[src/rtl/adc_display_driver.sv]
// Four-digit common-anode seven-segment driver for the ADC conversion word.
// Latches the word at a slow update rate and scans its nibbles onto the digits.
module adc_display_driver #(
  parameter int REFRESH_COUNT = 100000,
  parameter int UPDATE_COUNT  = 25000000
) (
  input  logic        clk,
  input  logic        reset,
  input  logic [15:0] adc_value,
  input  logic        hold,
  input  logic        blank_en,
  input  logic        dp_en,
  input  logic [1:0]  dp_sel,
  output logic [3:0]  anode_n,
  output logic [6:0]  seg_n,
  output logic        dp_n,
  output logic        update_pulse
);

  localparam int REF_W = (REFRESH_COUNT > 2) ? $clog2(REFRESH_COUNT) : 1;
  localparam int UPD_W = (UPDATE_COUNT > 2) ? $clog2(UPDATE_COUNT) : 1;
  localparam logic [REF_W-1:0] REF_LAST = REF_W'(REFRESH_COUNT - 1);
  localparam logic [UPD_W-1:0] UPD_LAST = UPD_W'(UPDATE_COUNT - 1);

  // Hex nibble to active-low segments {g,f,e,d,c,b,a}.
  function automatic logic [6:0] hex_to_seg(input logic [3:0] nib);
    logic [6:0] seg;
    case (nib)
      4'h0:    seg = 7'b1000000;
      4'h1:    seg = 7'b1111001;
      4'h2:    seg = 7'b0100100;
      4'h3:    seg = 7'b0110000;
      4'h4:    seg = 7'b0011001;
      4'h5:    seg = 7'b0010010;
      4'h6:    seg = 7'b0000010;
      4'h7:    seg = 7'b1111000;
      4'h8:    seg = 7'b0000000;
      4'h9:    seg = 7'b0010000;
      4'hA:    seg = 7'b0001000;
      4'hB:    seg = 7'b0000011;
      4'hC:    seg = 7'b1000110;
      4'hD:    seg = 7'b0100001;
      4'hE:    seg = 7'b0000110;
      default: seg = 7'b0001110;
    endcase
    return seg;
  endfunction

  logic [REF_W-1:0] ref_cnt_p0;
  logic [UPD_W-1:0] upd_cnt_p0;
  logic [1:0]       digit_sel_p0;
  logic [15:0]      disp_reg_p0;

  logic             ref_tc_p0;
  logic             upd_tc_p0;
  logic             load_p0;
  logic [3:0]       nibble_p0;
  logic [3:0]       lead_zero_p0;
  logic             keep_p0;
  logic             blank_p0;
  logic [3:0]       anode_p0;
  logic [6:0]       seg_p0;
  logic             dp_p0;

  // stage p0: counters, display register and combinational digit decode
  always_comb begin
    ref_tc_p0 = (ref_cnt_p0 == REF_LAST);
    upd_tc_p0 = (upd_cnt_p0 == UPD_LAST);
    load_p0   = upd_tc_p0 && !hold;

    nibble_p0 = disp_reg_p0[{digit_sel_p0, 2'b00} +: 4];

    // A digit is a leading zero when it and every digit to its left are zero.
    lead_zero_p0    = 4'b0000;
    lead_zero_p0[3] = (disp_reg_p0[15:12] == 4'h0);
    lead_zero_p0[2] = lead_zero_p0[3] && (disp_reg_p0[11:8] == 4'h0);
    lead_zero_p0[1] = lead_zero_p0[2] && (disp_reg_p0[7:4] == 4'h0);

    // Digits from the decimal point rightwards stay lit so "0.05" keeps its zeros.
    keep_p0  = dp_en && (digit_sel_p0 <= dp_sel);
    blank_p0 = blank_en && lead_zero_p0[digit_sel_p0] && !keep_p0;

    anode_p0 = ~(4'b0001 << digit_sel_p0);
    seg_p0   = blank_p0 ? 7'h7F : hex_to_seg(nibble_p0);
    dp_p0    = !(dp_en && (digit_sel_p0 == dp_sel));
  end

  always_ff @(posedge clk) begin
    if (reset) begin
      ref_cnt_p0   <= '0;
      upd_cnt_p0   <= '0;
      digit_sel_p0 <= 2'd0;
      disp_reg_p0  <= 16'h0000;
    end else begin
      ref_cnt_p0 <= ref_tc_p0 ? '0 : ref_cnt_p0 + 1'b1;
      upd_cnt_p0 <= upd_tc_p0 ? '0 : upd_cnt_p0 + 1'b1;
      if (ref_tc_p0) digit_sel_p0 <= digit_sel_p0 + 2'd1;
      if (load_p0)   disp_reg_p0  <= adc_value;
    end
  end

  // stage p1: registered active-low pin drivers
  always_ff @(posedge clk) begin
    if (reset) begin
      anode_n      <= 4'b1111;
      seg_n        <= 7'h7F;
      dp_n         <= 1'b1;
      update_pulse <= 1'b0;
    end else begin
      anode_n      <= anode_p0;
      seg_n        <= seg_p0;
      dp_n         <= dp_p0;
      update_pulse <= load_p0;
    end
  end

endmodule

[config.mk]
export PLATFORM = sky130hd
export DESIGN_NAME = adc_display_driver
export DESIGN_NICKNAME = d
export VERILOG_FILES = /design/src/rtl/adc_display_driver.sv
export SDC_FILE = /design/constraint.sdc
export NUM_CORES = 1
export LEC_CHECK = 0
export CORE_UTILIZATION = 35
export CTS_BUF_LIST = sky130_fd_sc_hd__clkbuf_8
export DETAILED_ROUTE_END_ITERATION = 16
export PLACE_DENSITY_LB_ADDON = 0.12
export SYNTH_ARGS = -nofsm -noshare
export SYNTH_HDL_FRONTEND = slang
export SYNTH_SLANG_ARGS = --single-unit
[constraint.sdc]
create_clock -name clk -period 2.2 [get_ports clk]
set_input_delay 0.55 -clock clk [delete_from_list [all_inputs] [get_ports clk]]
set_output_delay 0.55 -clock clk [all_outputs]
set_load 0.05 [all_outputs]
# Yosys cells after proc, flatten, opt, wreduce, memory -nomap -nowiden
# Memory sizes are Yosys's and may differ from the RTL's. A register that Yosys moved wholly into a read port is not among the register bits.
# Index checks and enable logic that the tools add are counted.
op_classes:
  bitwise_logic: 1
  reduce_logical: 16
  n_addsub: 3
  n_lt_le_gt_ge: 2
  n_mux: 2
  shifts: 2
  n_eq_ne: 3
ops:
  columns: ["op", "n"]
  rows:
  - ["$add A25 B1 Y25 const B", 1]
  - ["$eq A25 B25 Y1 const B", 1]
  - ["$add A17 B1 Y17 const B", 1]
  - ["$eq A17 B17 Y1 const B", 1]
  - ["$shiftx A16 B5 Y4", 1]
  - ["$logic_not A4 Y1", 3]
  - ["$logic_and A1 B1 Y1", 7]
  - ["$reduce_or A2 Y1", 3]
  - ["$not A4 Y4", 1]
  - ["$shl A1 B2 Y4 const A", 1]
  - ["$logic_not A1 Y1", 3]
  - ["$lt A2 B3 Y1 const B", 1]
  - ["$add A2 B1 Y2 const B", 1]
  - ["$bmux W1 S2", 1]
  - ["$eq A2 B2 Y1", 1]
  - ["$le A2 B2 Y1", 1]
  - ["$mux W1", 1]
word_totals:
  input_bits: 23
  elab_cells: 37
  output_inout_bits: 13
  n_memories: 1
  rom_bits: 112
  regBits: 66
memory_table:
  columns: ["name", "depth", "width", "rd", "rd_ports_with_merged_regs", "write_ports", "line", "source"]
  rows:
  - ["(name not given)", 16, 7, 1, 1, 0, "28", "case (nib)"]

# Logic depth before layout (Yosys ltp)
# Gate-level depths: netlist (run 1).
depth:
  word_depth: 8
  depth_mapped: 8
  depth_no_buf: 7

# Worst setup path before layout (run 1)
# No wires, ideal clock.
synth_path:
  path_kind: "reg2reg"
  from: "register digit_sel_p0[0]"
  to: "register seg_n[4]"
  path_slack_ns: 0.114
  t_required_ns: 2.063
  path_buffers: 1
  stages_incl_launch_ff: 9
  arrival_ns: 1.949
  period_less_slack_ns: 2.086
  setup_time_ns: 0.137
  path_cell_list: "dfxtp_1 > buf_2 > mux4_2 > inv_1 > ha_1 > inv_1 > mux2_2 > o21ai_0 > nand3_1"
synth_between:
  elab_chain_cells: 5
  elab_cells_between_ends: 9
  classes_between: "order compare (1); shift (1); mux (2); reduce/logical (5)"
synth_lines:
  columns: ["item", "line", "source"]
  rows:
  - ["start: declaration", "51", "logic [1:0] digit_sel_p0;"]
  - ["start signal: assignment", "97", "if (ref_tc_p0) digit_sel_p0 <= digit_sel_p0 + 2'd1;"]
  - ["$bmux W1 S2 or $le A2 B2 Y1 (tied branches)", "81, 80", null]
  - ["$mux W1 (implied by the code) or $logic_and A1 B1 Y1 (tied branches)", "81, 80", null]
  - ["$logic_and A1 B1 Y1 or $logic_not A1 Y1 (tied branches)", "81", "blank_p0 = blank_en && lead_zero_p0[digit_sel_p0] && !keep_p0;"]
  - ["$logic_and A1 B1 Y1", "81", null]
  - ["$reduce_or A2 Y1 (no source line)", null, null]
  - ["end: declaration", "15", "output logic [6:0] seg_n,"]
# Parallel ways exist; a longest one is shown, timed or not. The select of a mux whose other input is x is not followed.
# A chain may end at the register's enable or synchronous reset.

# Worst setup path in the final report (run 1)
layout_path:
  from: "register dp_n"
  to: "output port dp_n"
layout_rtl:
  columns: ["item", "line", "source"]
  rows:
  - ["start: declaration", "16", "output logic dp_n,"]
  - ["start signal: assignment", "112", "dp_n <= dp_p0;"]
# No word-level cell between the ends.

==> results.md, run 1 <==
* Yosys top cell area share at 0.4073
* Vias/cell at 5.119
* CP max FO at 1
* Final worst path period need at 2.045 ns
* Final core occ at 0.4443
* GP Congestion at 0.7740
* Fill count at 974
* CTS Hold Bufs at 0
* Total gr overflow at 0
* H-tree lvl count at 3
* Max VDD drop at 0.3117 mV
* Worst slew margin at 0.6523
* Inserted Clock Buffers at 9
* Io pins at 36
* Core area at 9864 µm²
* Reg2reg end: seg_n[0]
* Die Area at 10,660 µm²
* Clock skew at 0.005080 ns
* Worst path cell trace: clkdlybuf4s50_1
* Die X at 103.3 µm
* Startpoint types: register
* Sequential-to-total area share from yosys stat at 0.4073
* Leak pwr at 0.001564 µW
* CP max stage delay at 0.80 ns
* Final Cycle Share at 0.9296
* CTS tree: built
* R2r setup slk at 0.17 ns
* Rows at 36
* Synth cell types at 45
* Vias in the first global route at 2,767
* Top Family by Delay on Critical Path: buffers and inverters
* Pwr dens at 634.8 nW/µm²
* Count leader, synth: dfxtp_1
* Syn avg cell area at 9.062 µm²
* First-pass DRT Iterations at 4
* Power, Total at 2782 µW
* Wire per inst at 13.73 µm
* Final Max Slew Viols at 0
* CTS root buf: clkbuf_8
* Antenna diodes at 0
* First-pass GRT wire length at 13.17 mm
* Final wirelength at 7.866 mm
* Arr. time, crit path at 1.50 ns
* WHS Endpoint: ref_cnt_p0[0]
* Syn Nets at 433
* Hold Vio Cnt, Final at 0
* Vias at 2,933
* Worst-path clk slew at 0.08 ns
* Mapped Area at 3588 µm²
* Number of port buffers at 35
* Cell taking the most area after synthesis: dfxtp_1
* CTS max path bufs at 2
* Largest net degree at the start of global routing at 34
* Buf+Inv Stages, Crit Path at 1
* Largest cells by area after synthesis: dfxtp_1 41%, mux2i_1 6.1%, nand2_1 6.1%
* Skew-Pair Late Insertion Delay at 0.34 ns
* Clk sinks at 73
* Max Cap Violations at 0
* Number of enable flip-flop cells after synthesis at 0
* DRT iter0 DRCs at 105
* Post-synth top cells: 73 x dfxtp_1, 58 x nand2_1, 28 x nor2_1, 25 x nand3_1, 22 x mux2i_1
* Cell depth of the worst flop-to-flop path at 7
* All-Layer GR Usage at 0.1608
* Kind of critical path: register to primary output
* Max frequency at 489.0 MHz
* CP endpoint kind: primary output
* Post-synthesis register bit count at 73
* Synthesis Warnings at 0
* Post-CTS setup buffer count at 0
* Post_cts resized at 0
* Asr flop ratio synth at 0
* Area of the multi-input gates at 2019 µm²
* Final HPWL DP at 5.738 mm
* RSZ-0062 raised after global routing: false
* Synth Flop Type: dfxtp_1
* Nets@finish at 472
* Syn-to-layout area delta at 22.14%
* Post-DRT Antenna Nets at 0
* Die height at 103.3 µm
* Synth Instances at 396
* Run status: finished clean
* Final setup fails at 0
* Slowest-stage cell, CP: clkdlybuf4s50_1
* DR DRC count at 0
* Initial Util at 0.3638
* Layout cells sized above 1 at 0.1023
* Worst EP required at 1.65 ns
* HP Class: register to register
* Hold_sp: ref_cnt_p0[0]
* Reg-to-reg startpoint: digit_sel_p0[0]
* Worst Max-Slew Pin Slew at 0.5203 ns
* Antenna violations before repair at 0
* Hold path depth at 1
* Register area at 1461 µm²
[cell type report]
type,count,area share
multi-input cells,295,0.4607
flip-flops and latches,73,0.3334
well taps,133,0.03797
clock inverters,6,0.02426
inverters,11,0.009421
repair buffers,45,0.1028
clock buffers,10,0.03140
[cells by family (layout without fill, tap and decap cells)]
kind of cell	Yosys count	count (layout)	synth area share
compound gates	45	45	0.07671
xor+xnor	26	26	0.06346
fa+ha+maj	14	14	0.04882
buf+inv	28	72	0.03417
flops	73	73	0.4073
mux	32	32	0.1053
simple gates	178	178	0.2643
[power by group]
| part | leakage [µW] | internal, µW | switching [µW] |
|---|---|---|---|
| clock | 0.000124 | 779 | 505 |
| sequential | 0.000592 | 1340 | 12.0 |
| combinational | 0.000849 | 71.1 | 78.8 |
| total | 0.00156 | 2190 | 596 |
[state kept, by name (all words and copies together), names as in the netlist]
name,flops
upd_cnt_p0,25
ref_cnt_p0,17
disp_reg_p0,16
seg_n,7
anode_n,4
digit_sel_p0,2
dp_n,1
update_pulse,1
[metrics by stage]
step / instance area (µm²) / std cells / hold slack, ns / worst slack [ns] / setup TNS, ns
global placement: 4139 / 557 / 0.4476 / -0.07316 / -0.1586
global route: 4383 / 573 / 0.4878 / 0.007186 / 0
floorplan: 3588 / 396 / 0.4262 / 0.1138 / 0
finish: 4383 / 573 / 0.4603 / 0.1549 / 0
detailed placement: 4139 / 557 / 0.4483 / -0.1541 / -0.7054
CTS: 4383 / 573 / 0.4662 / 0.1092 / 0
[metal layers]
layer  vias up  part of all wire  wire length, µm  GRT usage
met5         -                 0                0          0
met4         0             0.016              129    0.07151
met3         9             0.034              267    0.03427
met2        50              0.45             3535     0.2585
met1      1378              0.50             3933     0.2081
li1       1496                 -                -          -
[how the worst max path moves through the flow]
stage                         start        to  slack (ns)  cells after the start
CTS                            dp_n      dp_n        0.11                      1
global route        digit_sel_p0[0]  seg_n[0]       0.007                      7
detailed placement        dp_sel[1]  seg_n[0]       -0.15                      7
floorplan           digit_sel_p0[0]  seg_n[4]        0.11                      8
finish                         dp_n      dp_n        0.15                      1
global placement          dp_sel[1]  seg_n[0]       -0.07                      7
[layout by cell type, fill, tap and decap left out, types with 12 or more instances in the layout]
cell type,Yosys,routed
a21oi_1,18,18
nand2_1,58,58
nor2_1,28,28
ha_1,14,14
xor2_1,16,16
nand3_1,25,25
clkdlybuf4s50_1,0,35
dfxtp_1,73,73
inv_1,11,12
mux2i_1,22,22
Note: power is estimated with default switching activity, not from simulation.
==> run 2: changes to the inputs <==
--- a/config.mk
+++ b/config.mk
@@ -5,9 +5,11 @@
 export SDC_FILE = /design/constraint.sdc
 export NUM_CORES = 1
 export LEC_CHECK = 0
+export CAP_MARGIN = 20
 export CORE_UTILIZATION = 35
 export CTS_BUF_LIST = sky130_fd_sc_hd__clkbuf_8
 export DETAILED_ROUTE_END_ITERATION = 16
+export GPL_ROUTABILITY_DRIVEN = 0
 export PLACE_DENSITY_LB_ADDON = 0.12
 export SYNTH_ARGS = -nofsm -noshare
 export SYNTH_HDL_FRONTEND = slang
==> results of run 2 <==
Same layout as run 1: the final DEF is identical, and so are final timing and power.
